**src/rtl/ghash_ctrl.sv**
```systemverilog
// ghash_ctrl: GHASH chain controller for AES-GCM authentication.
// Folds AAD/ciphertext blocks into a running accumulator through an external
// GF(2^128) multiplier, then hashes the len(A)||len(C) block and reports the
// final GHASH value.
module ghash_ctrl (
  input  logic         iClk,
  input  logic         iRst,
  input  logic         iStart,
  input  logic [127:0] iHashkey,
  input  logic         iHashkey_valid,
  input  logic [127:0] iBlock,
  input  logic         iBlock_valid,
  output logic         oBlock_ready,
  input  logic         iBlock_is_aad,
  input  logic [4:0]   iBlock_bytes,
  input  logic         iBlock_last,
  output logic         oMul_next,
  output logic [127:0] oMul_ctext,
  output logic         oMul_ctext_valid,
  output logic [127:0] oMul_hashkey,
  output logic         oMul_hashkey_valid,
  input  logic [127:0] iMul_result,
  input  logic         iMul_result_valid,
  output logic [127:0] oGhash,
  output logic         oGhash_valid,
  output logic         oBusy,
  output logic         oError
);

  localparam logic [2:0] S_IDLE   = 3'd0;
  localparam logic [2:0] S_ACCEPT = 3'd1;
  localparam logic [2:0] S_ISSUE  = 3'd2;
  localparam logic [2:0] S_WAIT   = 3'd3;
  localparam logic [2:0] S_LEN    = 3'd4;
  localparam logic [2:0] S_DONE   = 3'd5;

  logic [2:0]   state_q, state_d;
  logic [127:0] acc_q, acc_d;
  logic [127:0] x_q, x_d;
  logic [127:0] h_q, h_d;
  logic [127:0] ghash_q, ghash_d;
  logic [63:0]  aad_len_q, aad_len_d;
  logic [63:0]  c_len_q, c_len_d;
  logic         last_q, last_d;
  logic         len_done_q, len_done_d;
  logic         seen_low_q, seen_low_d;
  logic         seen_ct_q, seen_ct_d;
  logic         err_q, err_d;

  logic [4:0]   blk_bytes_s;
  logic [63:0]  blk_bits_s;
  logic [127:0] blk_masked_s;

  // Zero every byte whose index is at or beyond the valid byte count.
  function automatic logic [127:0] mask_block(input logic [127:0] blk,
                                              input logic [4:0]   nbytes);
    logic [127:0] keep;
    keep = 128'd0;
    for (int i = 0; i < 16; i++) begin
      if (5'(i) < nbytes) begin
        keep[127-8*i -: 8] = 8'hFF;
      end else begin
        keep[127-8*i -: 8] = 8'h00;
      end
    end
    return blk & keep;
  endfunction

  // Clamp the byte count, derive the bit length and the masked block.
  always_comb begin
    if (iBlock_bytes > 5'd16) begin
      blk_bytes_s = 5'd16;
    end else begin
      blk_bytes_s = iBlock_bytes;
    end
    blk_bits_s   = {56'd0, blk_bytes_s, 3'b000};
    blk_masked_s = mask_block(iBlock, blk_bytes_s);
  end

  // Next-state and datapath update for the GHASH sequencing FSM.
  always_comb begin
    state_d    = state_q;
    acc_d      = acc_q;
    x_d        = x_q;
    h_d        = h_q;
    ghash_d    = ghash_q;
    aad_len_d  = aad_len_q;
    c_len_d    = c_len_q;
    last_d     = last_q;
    len_done_d = len_done_q;
    seen_low_d = seen_low_q;
    seen_ct_d  = seen_ct_q;
    err_d      = err_q;
    case (state_q)
      S_IDLE: begin
        if (iStart && iHashkey_valid) begin
          acc_d      = 128'd0;
          aad_len_d  = 64'd0;
          c_len_d    = 64'd0;
          last_d     = 1'b0;
          len_done_d = 1'b0;
          seen_ct_d  = 1'b0;
          err_d      = 1'b0;
          ghash_d    = 128'd0;
          h_d        = iHashkey;
          state_d    = S_ACCEPT;
        end else begin
          state_d = S_IDLE;
        end
      end
      S_ACCEPT: begin
        if (iBlock_valid) begin
          if (iBlock_is_aad) begin
            aad_len_d = aad_len_q + blk_bits_s;
            // AAD after ciphertext is an ordering fault, but still hashed as AAD.
            err_d     = err_q | seen_ct_q;
          end else begin
            c_len_d   = c_len_q + blk_bits_s;
            seen_ct_d = 1'b1;
          end
          last_d = iBlock_last;
          if ((iBlock_bytes == 5'd0) && iBlock_last) begin
            // Empty end-of-message marker: nothing to multiply.
            state_d = S_LEN;
          end else begin
            x_d     = acc_q ^ blk_masked_s;
            state_d = S_ISSUE;
          end
        end else begin
          state_d = S_ACCEPT;
        end
      end
      S_ISSUE: begin
        seen_low_d = 1'b0;
        state_d    = S_WAIT;
      end
      S_WAIT: begin
        // A valid level only counts once it has been seen low after the
        // request, so a level left over from the last multiply is ignored.
        if (iMul_result_valid && seen_low_q) begin
          acc_d = iMul_result;
          if (len_done_q) begin
            ghash_d = iMul_result;
            state_d = S_DONE;
          end else if (last_q) begin
            state_d = S_LEN;
          end else begin
            state_d = S_ACCEPT;
          end
        end else if (!iMul_result_valid) begin
          seen_low_d = 1'b1;
        end else begin
          seen_low_d = seen_low_q;
        end
      end
      S_LEN: begin
        x_d        = acc_q ^ {aad_len_q, c_len_q};
        len_done_d = 1'b1;
        state_d    = S_ISSUE;
      end
      S_DONE: begin
        state_d = S_IDLE;
      end
      default: begin
        state_d = S_IDLE;
      end
    endcase
  end

  // State and datapath registers with synchronous reset.
  always_ff @(posedge iClk) begin
    if (iRst) begin
      state_q    <= S_IDLE;
      acc_q      <= 128'd0;
      x_q        <= 128'd0;
      h_q        <= 128'd0;
      ghash_q    <= 128'd0;
      aad_len_q  <= 64'd0;
      c_len_q    <= 64'd0;
      last_q     <= 1'b0;
      len_done_q <= 1'b0;
      seen_low_q <= 1'b0;
      seen_ct_q  <= 1'b0;
      err_q      <= 1'b0;
    end else begin
      state_q    <= state_d;
      acc_q      <= acc_d;
      x_q        <= x_d;
      h_q        <= h_d;
      ghash_q    <= ghash_d;
      aad_len_q  <= aad_len_d;
      c_len_q    <= c_len_d;
      last_q     <= last_d;
      len_done_q <= len_done_d;
      seen_low_q <= seen_low_d;
      seen_ct_q  <= seen_ct_d;
      err_q      <= err_d;
    end
  end

  // Status and handshake outputs decoded from the state register only.
  always_comb begin
    oBlock_ready       = (state_q == S_ACCEPT);
    oMul_next          = (state_q == S_ISSUE);
    oMul_ctext_valid   = (state_q == S_ISSUE) || (state_q == S_WAIT);
    oMul_hashkey_valid = (state_q == S_ACCEPT) || (state_q == S_ISSUE) ||
                         (state_q == S_WAIT)   || (state_q == S_LEN);
    oGhash_valid       = (state_q == S_DONE);
    oBusy              = (state_q != S_IDLE);
    oMul_ctext         = x_q;
    oMul_hashkey       = h_q;
    oGhash             = ghash_q;
    oError             = err_q;
  end

endmodule

```
**config.mk**
```make
export PLATFORM = sky130hd
export DESIGN_NAME = ghash_ctrl
export DESIGN_NICKNAME = d
export VERILOG_FILES = /design/src/rtl/ghash_ctrl.sv
export SDC_FILE = /design/constraint.sdc
export NUM_CORES = 1
export LEC_CHECK = 0
export ABC_AREA = 1
export CAP_MARGIN = 20
export CORE_AREA = 2 2 309 311
export DETAILED_ROUTE_END_ITERATION = 10
export DIE_AREA = 0 0 311 313
export SYNTH_ARGS = -nofsm -noshare
export SYNTH_HDL_FRONTEND = slang
export SYNTH_SLANG_ARGS = --single-unit
```
**constraint.sdc**
```tcl
create_clock -name iClk -period 3.8 [get_ports iClk]
set_input_delay 0.38 -clock iClk [delete_from_list [all_inputs] [get_ports iClk]]
set_output_delay 0.38 -clock iClk [all_outputs]
set_load 0.03 [all_outputs]
```
==> run_results.csv, run 1 <==
group,metric,value,unit
layout,final_area,0.0427,mm^2
hold_path,min_from,"iHashkey[61]",
route,dr.first_iter.drc_count,3026,
global_routing,antenna_found_initial,23,
cts,post-cts-setup-buffers,0,
synth,avgSynthCellArea,6.70,um^2
synth,synth_fp_nets,5006,
cts,clkLatencyLatePin,650,ps
die,io_pins,788,
cts,cts_tree,"built",
route,drt_wl_total,141000,um
layout,final_cells,6630,
layout,fillers,9892,
route,drc_errors,0,
synth,syn_area,0.0308,mm^2
cts,cts_num_sinks,642,
global_routing,gr-total-overflow,0,
cts,clockRootBuffer,"clkbuf_16",
place,routabilityCongestion,0.960,
pwr,p_leak,16.8,nW
sta,fin_setup_tns,0,ps
route,drt-vias-per-instance,4.99,
sta,rsz0062_at_grt,"false",
pwr,ir_worst_vdd,0.000357,V
layout,area_delta_synth_final,38.5,%
sta,max_freq,0.298,GHz
global_routing,grt_usage,27.7,%
synth,async_reset_ff_share,0,%
setup_path,worstRegToRegCells,9,
sta,hold_violations,0,
place,hpwlAfterDp,105000,um
cts,post_cts_resized,0,
synth,ys_seq_area_share,41.7,%
setup_path,cp_max_fo,51,
setup_path,regToRegEndpoint,"c_len_q[19]",
layout,mostFrequentLayoutCells,"nand2_1 (1149), clkdlybuf4s50_1 (785), dfxtp_1 (642)",
synth,synth-warning-count,0,
hold_path,min_to,"oMul_hashkey[61]",
route,ant_nets,0,
hold_path,hold_path_depth,3,
synth,synth-seq-cells,642,
die,floorplan.initialDensity,32.7,%
place,dp_cells,6486,
layout,fin_nets,5710,
sta,min_period,3360,ps
setup_path,r2r_start,"state_q[0]",
cts,numCtsBuffers,77,
global_routing,grt_start_max_net_pins,180,
synth,synth_cells,4597,
setup_path,arrival,2980,ps
route,vias,33103,
cts,clock_path_buffers,3,
setup_path,rrSetupSlack,750,ps
pwr,power.density,417,mW/mm^2
die,rows,113,
run,drv_cap,0,
die,fp.dieArea,0.0973,mm^2
synth,synth_cell_types,56,
sta,final.period_utilization,88.5,%
layout,layout_commonest_cell,"nand2_1",
run_status,status,"complete, no violations",
sta,slew_violations,0,
place,placed_area,0.0401,mm^2
global_routing,grt_pass1_wl,205000,um
global_routing,grt_pass1_vias,31005,
sta,slew-limit-headroom,23.1,%
sta,setup_viol,0,
route,dr.pass1.iters,6,
layout,drive_above_1_share,5.28,%
setup_path,criticalPathCategory,"flip-flop to output pin",
setup_path,worstPathRequired,3420,ps
cts,cts_max_level,3,
synth,synthFlopType,"dfxtp_1",
die,die_y,313,um
layout,register_area,0.0129,mm^2
cts,clkSlewWorstSetupHoldPaths,60,ps
die,core_area,0.0942,mm^2
sta,fin_skew,21.4,ps
route,wl_per_cell,21.2,um
synth,synth_edf_count,0,
sta,tightestPinTransition,1150,ps
layout,multi_input_area,0.0150,mm^2
die,die_x,311,um
setup_path,cp-end-kind,"output pin",
place,port_buffers,787,
setup_path,crit_path_start_kind,"flip-flop",
hold_path,hold_class,"input pin to flip-flop",
sta,hold_ws,288,ps
-- registers in the layout (all words and copies together) (netlist names), 3 cells and up --
register      count
acc_q           128
oGhash          128
oMul_ctext      128
oMul_hashkey    128
aad_len_q        61
c_len_q          61
state_q           3
-- power breakdown --
group | internal (mW) | switching, mW
Clock | 4.56 | 3.15
Sequential | 6.99 | 0.135
Combinational | 1.17 | 1.81
Total | 12.7 | 5.10
-- repair_timing --
action | in CTS | in global routing
setup endpoints to repair | 0 | 0
hold buffers | 1 | 0
hold endpoints to repair | 5 | 0
-- cells in the mapped netlist, types with 3 or more instances --
cell type	instances	area share [%]
a211oi_1	4	0.097
a21oi_1	419	6.8
a221oi_1	4	0.11
a31oi_1	7	0.14
and2_1	3	0.061
and3_1	3	0.061
buf_1	17	0.21
buf_2	45	0.73
buf_4	4	0.097
buf_6	11	0.40
clkbuf_1	173	2.1
dfxtp_1	642	42
ha_1	10	0.41
inv_1	494	6.0
inv_2	17	0.21
nand2_1	1149	14
nand2_2	5	0.10
nand3_1	244	4.0
nand3_2	7	0.23
nand3b_1	8	0.19
nand4_1	97	2.0
nor2_1	576	7.0
nor2_2	12	0.24
nor2_4	5	0.18
nor3_1	50	0.81
nor3_2	4	0.13
nor4_1	3	0.061
o211ai_1	51	1.2
o21a_1	5	0.12
o21ai_0	320	5.2
o21ai_1	26	0.42
o21ai_2	3	0.085
o21bai_1	17	0.41
o22ai_1	5	0.10
o32ai_1	3	0.085
or2_0	16	0.32
or2_2	7	0.14
xnor2_1	67	1.9
xor2_1	43	1.2
-- how the worst max path moves through the flow --
stage,startpoint,to,slack [ps],cells past startpoint
6_report,state_q[0],oBlock_ready,440,4
5_1_grt,iBlock_bytes[1],c_len_q[29],290,19
4_1_cts,state_q[2],oBlock_ready,400,5
3_5_place_dp,iBlock_bytes[1],aad_len_q[33],-50,21
3_3_place_gp,iBlock_bytes[1],c_len_q[25],0.2,19
2_1_floorplan,iBlock_bytes[1],aad_len_q[33],1020,20
-- routing by layer --
layer  wire, um  GRT usage, %  vias to the layer above  share of wire [%]
li1           -             -                    16147                  -
met1      59600          35.5                    15468                 42
met2      66100          46.2                     1248                 47
met3      11800          7.48                      206                8.4
met4       3070          6.65                       34                2.2
met5        230             0                        -               0.16
-- critical path: stages, from the launching register on --
cell	delay [ps]
dfxtp_1	420
nand3_2	290
inv_2	130
buf_4	590
clkdlybuf4s50_1	850
-- final cells by class --
type                       count  area share (%)
multi-input combinational   3193            35.1
sequential                   642            30.1
timing repair buffer         876            20.5
clock buffer                 113            5.33
inverter                     511            4.57
tap                         1265            3.71
clock inverter                25           0.738
antenna                        5          0.0293
-- cell families after synthesis --
family | after synthesis | synth area share, %
fa+ha+maj | 12 | 0.536
flops | 642 | 41.7
compound gates | 877 | 15.2
xor+xnor | 110 | 3.13
simple gates | 2194 | 29.6
buf+inv | 762 | 9.78
-- metrics by stage --
stage          utilization (%)  power (mW)  setup slack (ps)
6_report                  45.3        17.8               439
5_1_grt                   45.3        18.4               294
4_1_cts                   45.3        18.0               401
3_5_place_dp              42.6        10.2             -54.7
3_3_place_gp              42.6        10.2             0.237
2_1_floorplan                -        8.75              1020
No activity file was read; power rests on OpenSTA's default activity.
==> run 2, diff against run 1 <==
GPL_TIMING_DRIVEN = 1   (was not set)
==> results of run 2 <==
The final DEF is identical to that of run 1; final timing and power are the same.
==> run 3, diff against run 2 <==
GPL_ROUTABILITY_DRIVEN = 0   (was not set)
==> run 3 against run 2 <==
Effect of this change:
- total power increased by 0.59%
- count of clock-buffer cells in the layout decreased by 3
- final area about the same
- critical endpoint unchanged
- fmax increased by 0.10%
- die area unchanged
- largest power group unchanged
- critical path depth increased by 1
- setup slack improved by 3.4 ps
- register-to-register slack improved by 230 ps
==> run_results.csv, run 3 (same netlist as run 1, synthesis figures left out) <==
group,metric,value,unit
global_routing,grt_start_max_net_pins,198,
route,drt_wl_total,137000,um
die,die_y,313,um
sta,final.period_utilization,88.4,%
layout,fin_nets,5702,
sta,setup_viol,0,
pwr,ir_worst_vdd,0.000301,V
layout,mostFrequentLayoutCells,"nand2_1 (1149), clkdlybuf4s50_1 (785), dfxtp_1 (642)",
global_routing,gr-total-overflow,0,
sta,hold_violations,0,
global_routing,grt_pass1_wl,202000,um
cts,clkSlewWorstSetupHoldPaths,60,ps
setup_path,r2r_start,"state_q[2]",
sta,hold_ws,65.4,ps
cts,numCtsBuffers,77,
setup_path,arrival,2980,ps
setup_path,cp.buffers_inverters,4,
die,floorplan.initialDensity,32.7,%
setup_path,crit_top_cell,"inv_2",
hold_path,hold_path_depth,2,
route,wl_met3,12400,um
pwr,power.density,420,mW/mm^2
hold_path,min_from,"iRst",
layout,area_delta_synth_final,38.5,%
sta,slew_violations,0,
setup_path,rrSetupSlack,980,ps
hold_path,min_to,"acc_q[114]",
route,vias,33118,
setup_path,crit_path_start_kind,"flip-flop",
place,port_buffers,787,
setup_path,worstRegToRegCells,10,
run,drv_cap,0,
sta,rsz0062_at_grt,"false",
layout,final_util,45.3,%
layout,fillers,9780,
cts,post-cts-setup-buffers,0,
layout,final_area,0.0427,mm^2
die,die_x,311,um
global_routing,antenna_found_initial,25,
setup_path,cp-end-kind,"output pin",
setup_path,regToRegEndpoint,"c_len_q[61]",
die,fp.dieArea,0.0973,mm^2
die,io_pins,788,
route,wl_met1,58100,um
global_routing,grt_pass1_vias,31034,
route,dr.first_iter.drc_count,3175,
setup_path,cp_slowest_cell,"clkdlybuf4s50_1",
die,core_area,0.0942,mm^2
cts,clkLatencyLatePin,660,ps
cts,cts_max_level,3,
setup_path,cp_slowest_stage_delay,850,ps
global_routing,grt_usage,27.1,%
run_status,status,"complete, no violations",
cts,clockRootBuffer,"clkbuf_16",
setup_path,worstPathRequired,3420,ps
cts,cts_num_sinks,642,
setup_path,path_cells,"inv_2, nand3_2, inv_2, buf_4, clkdlybuf4s50_1",
route,ant_nets,0,
place,placed_area,0.0400,mm^2
sta,max_freq,0.298,GHz
die,rows,113,
setup_path,cp_max_fo,48,
route,drc_errors,0,
cts,clock_path_buffers,3,
sta,fin_setup_tns,0,ps
pwr,finalPower,17.9,mW
sta,slew-limit-headroom,21.0,%
setup_path,criticalPathCategory,"flip-flop to output pin",
setup_path,crit_family,"buffers and inverters",
cts,post_cts_resized,0,
route,met2WireLength,63000,um
route,drt-vias-per-instance,5.00,
route,highest_layer,"met5",
cts,cts_tree,"built",
layout,layout_commonest_cell,"nand2_1",
hold_path,hold_class,"input pin to flip-flop",
route,dr.pass1.iters,6,
cts,hold_buffers,0,
sta,min_period,3360,ps
layout,drive_above_1_share,5.25,%
place,hpwlAfterDp,102000,um
pwr,p_leak,16.8,nW
sta,tightestPinTransition,1180,ps
route,wl_per_cell,20.7,um
sta,fin_skew,40.7,ps
-- run 3: stage by stage --
step | setup WS (ps) | instances
4_1_cts | 324 | 6618
6_report | 442 | 6625
3_5_place_dp | 173 | 6479
5_1_grt | 318 | 6622
3_3_place_gp | 250 | 6479
2_1_floorplan | 1020 | 4597
-- run 3: per-layer routing --
metal / up-vias / global-route usage [%]
li1: 16135 / -
met1: 15457 / 34.9
met2: 1294 / 44.3
met3: 202 / 7.47
met4: 30 / 8.15
met5: - / 0
-- run 3: final cells by class --
type	count	area (um^2)	area share, %
antenna	7	17.5	0.0410
clock buffer	110	2250	5.27
multi-input combinational	3193	15000	35.1
inverter	511	1950	4.58
timing repair buffer	868	8650	20.3
tap	1265	1580	3.71
clock inverter	29	393	0.921
sequential	642	12900	30.1
-- run 3: worst max path at each step --
stage                     from       endpoint  slack, ps  depth (start not counted)
2_1_floorplan  iBlock_bytes[1]  aad_len_q[33]       1020                         20
6_report            state_q[2]   oBlock_ready        440                          5
3_3_place_gp   iBlock_bytes[1]    c_len_q[23]        250                         21
4_1_cts             state_q[2]   oBlock_ready        320                          5
5_1_grt             state_q[0]   oBlock_ready        320                          4
3_5_place_dp   iBlock_bytes[2]    c_len_q[23]        170                         21
-- run 3: power by group --
part / switching [mW] / leakage [nW] / internal, mW
clock: 3.21 / 1.31 / 4.62
combinational: 1.79 / 10.3 / 1.17
sequential: 0.138 / 5.20 / 6.99
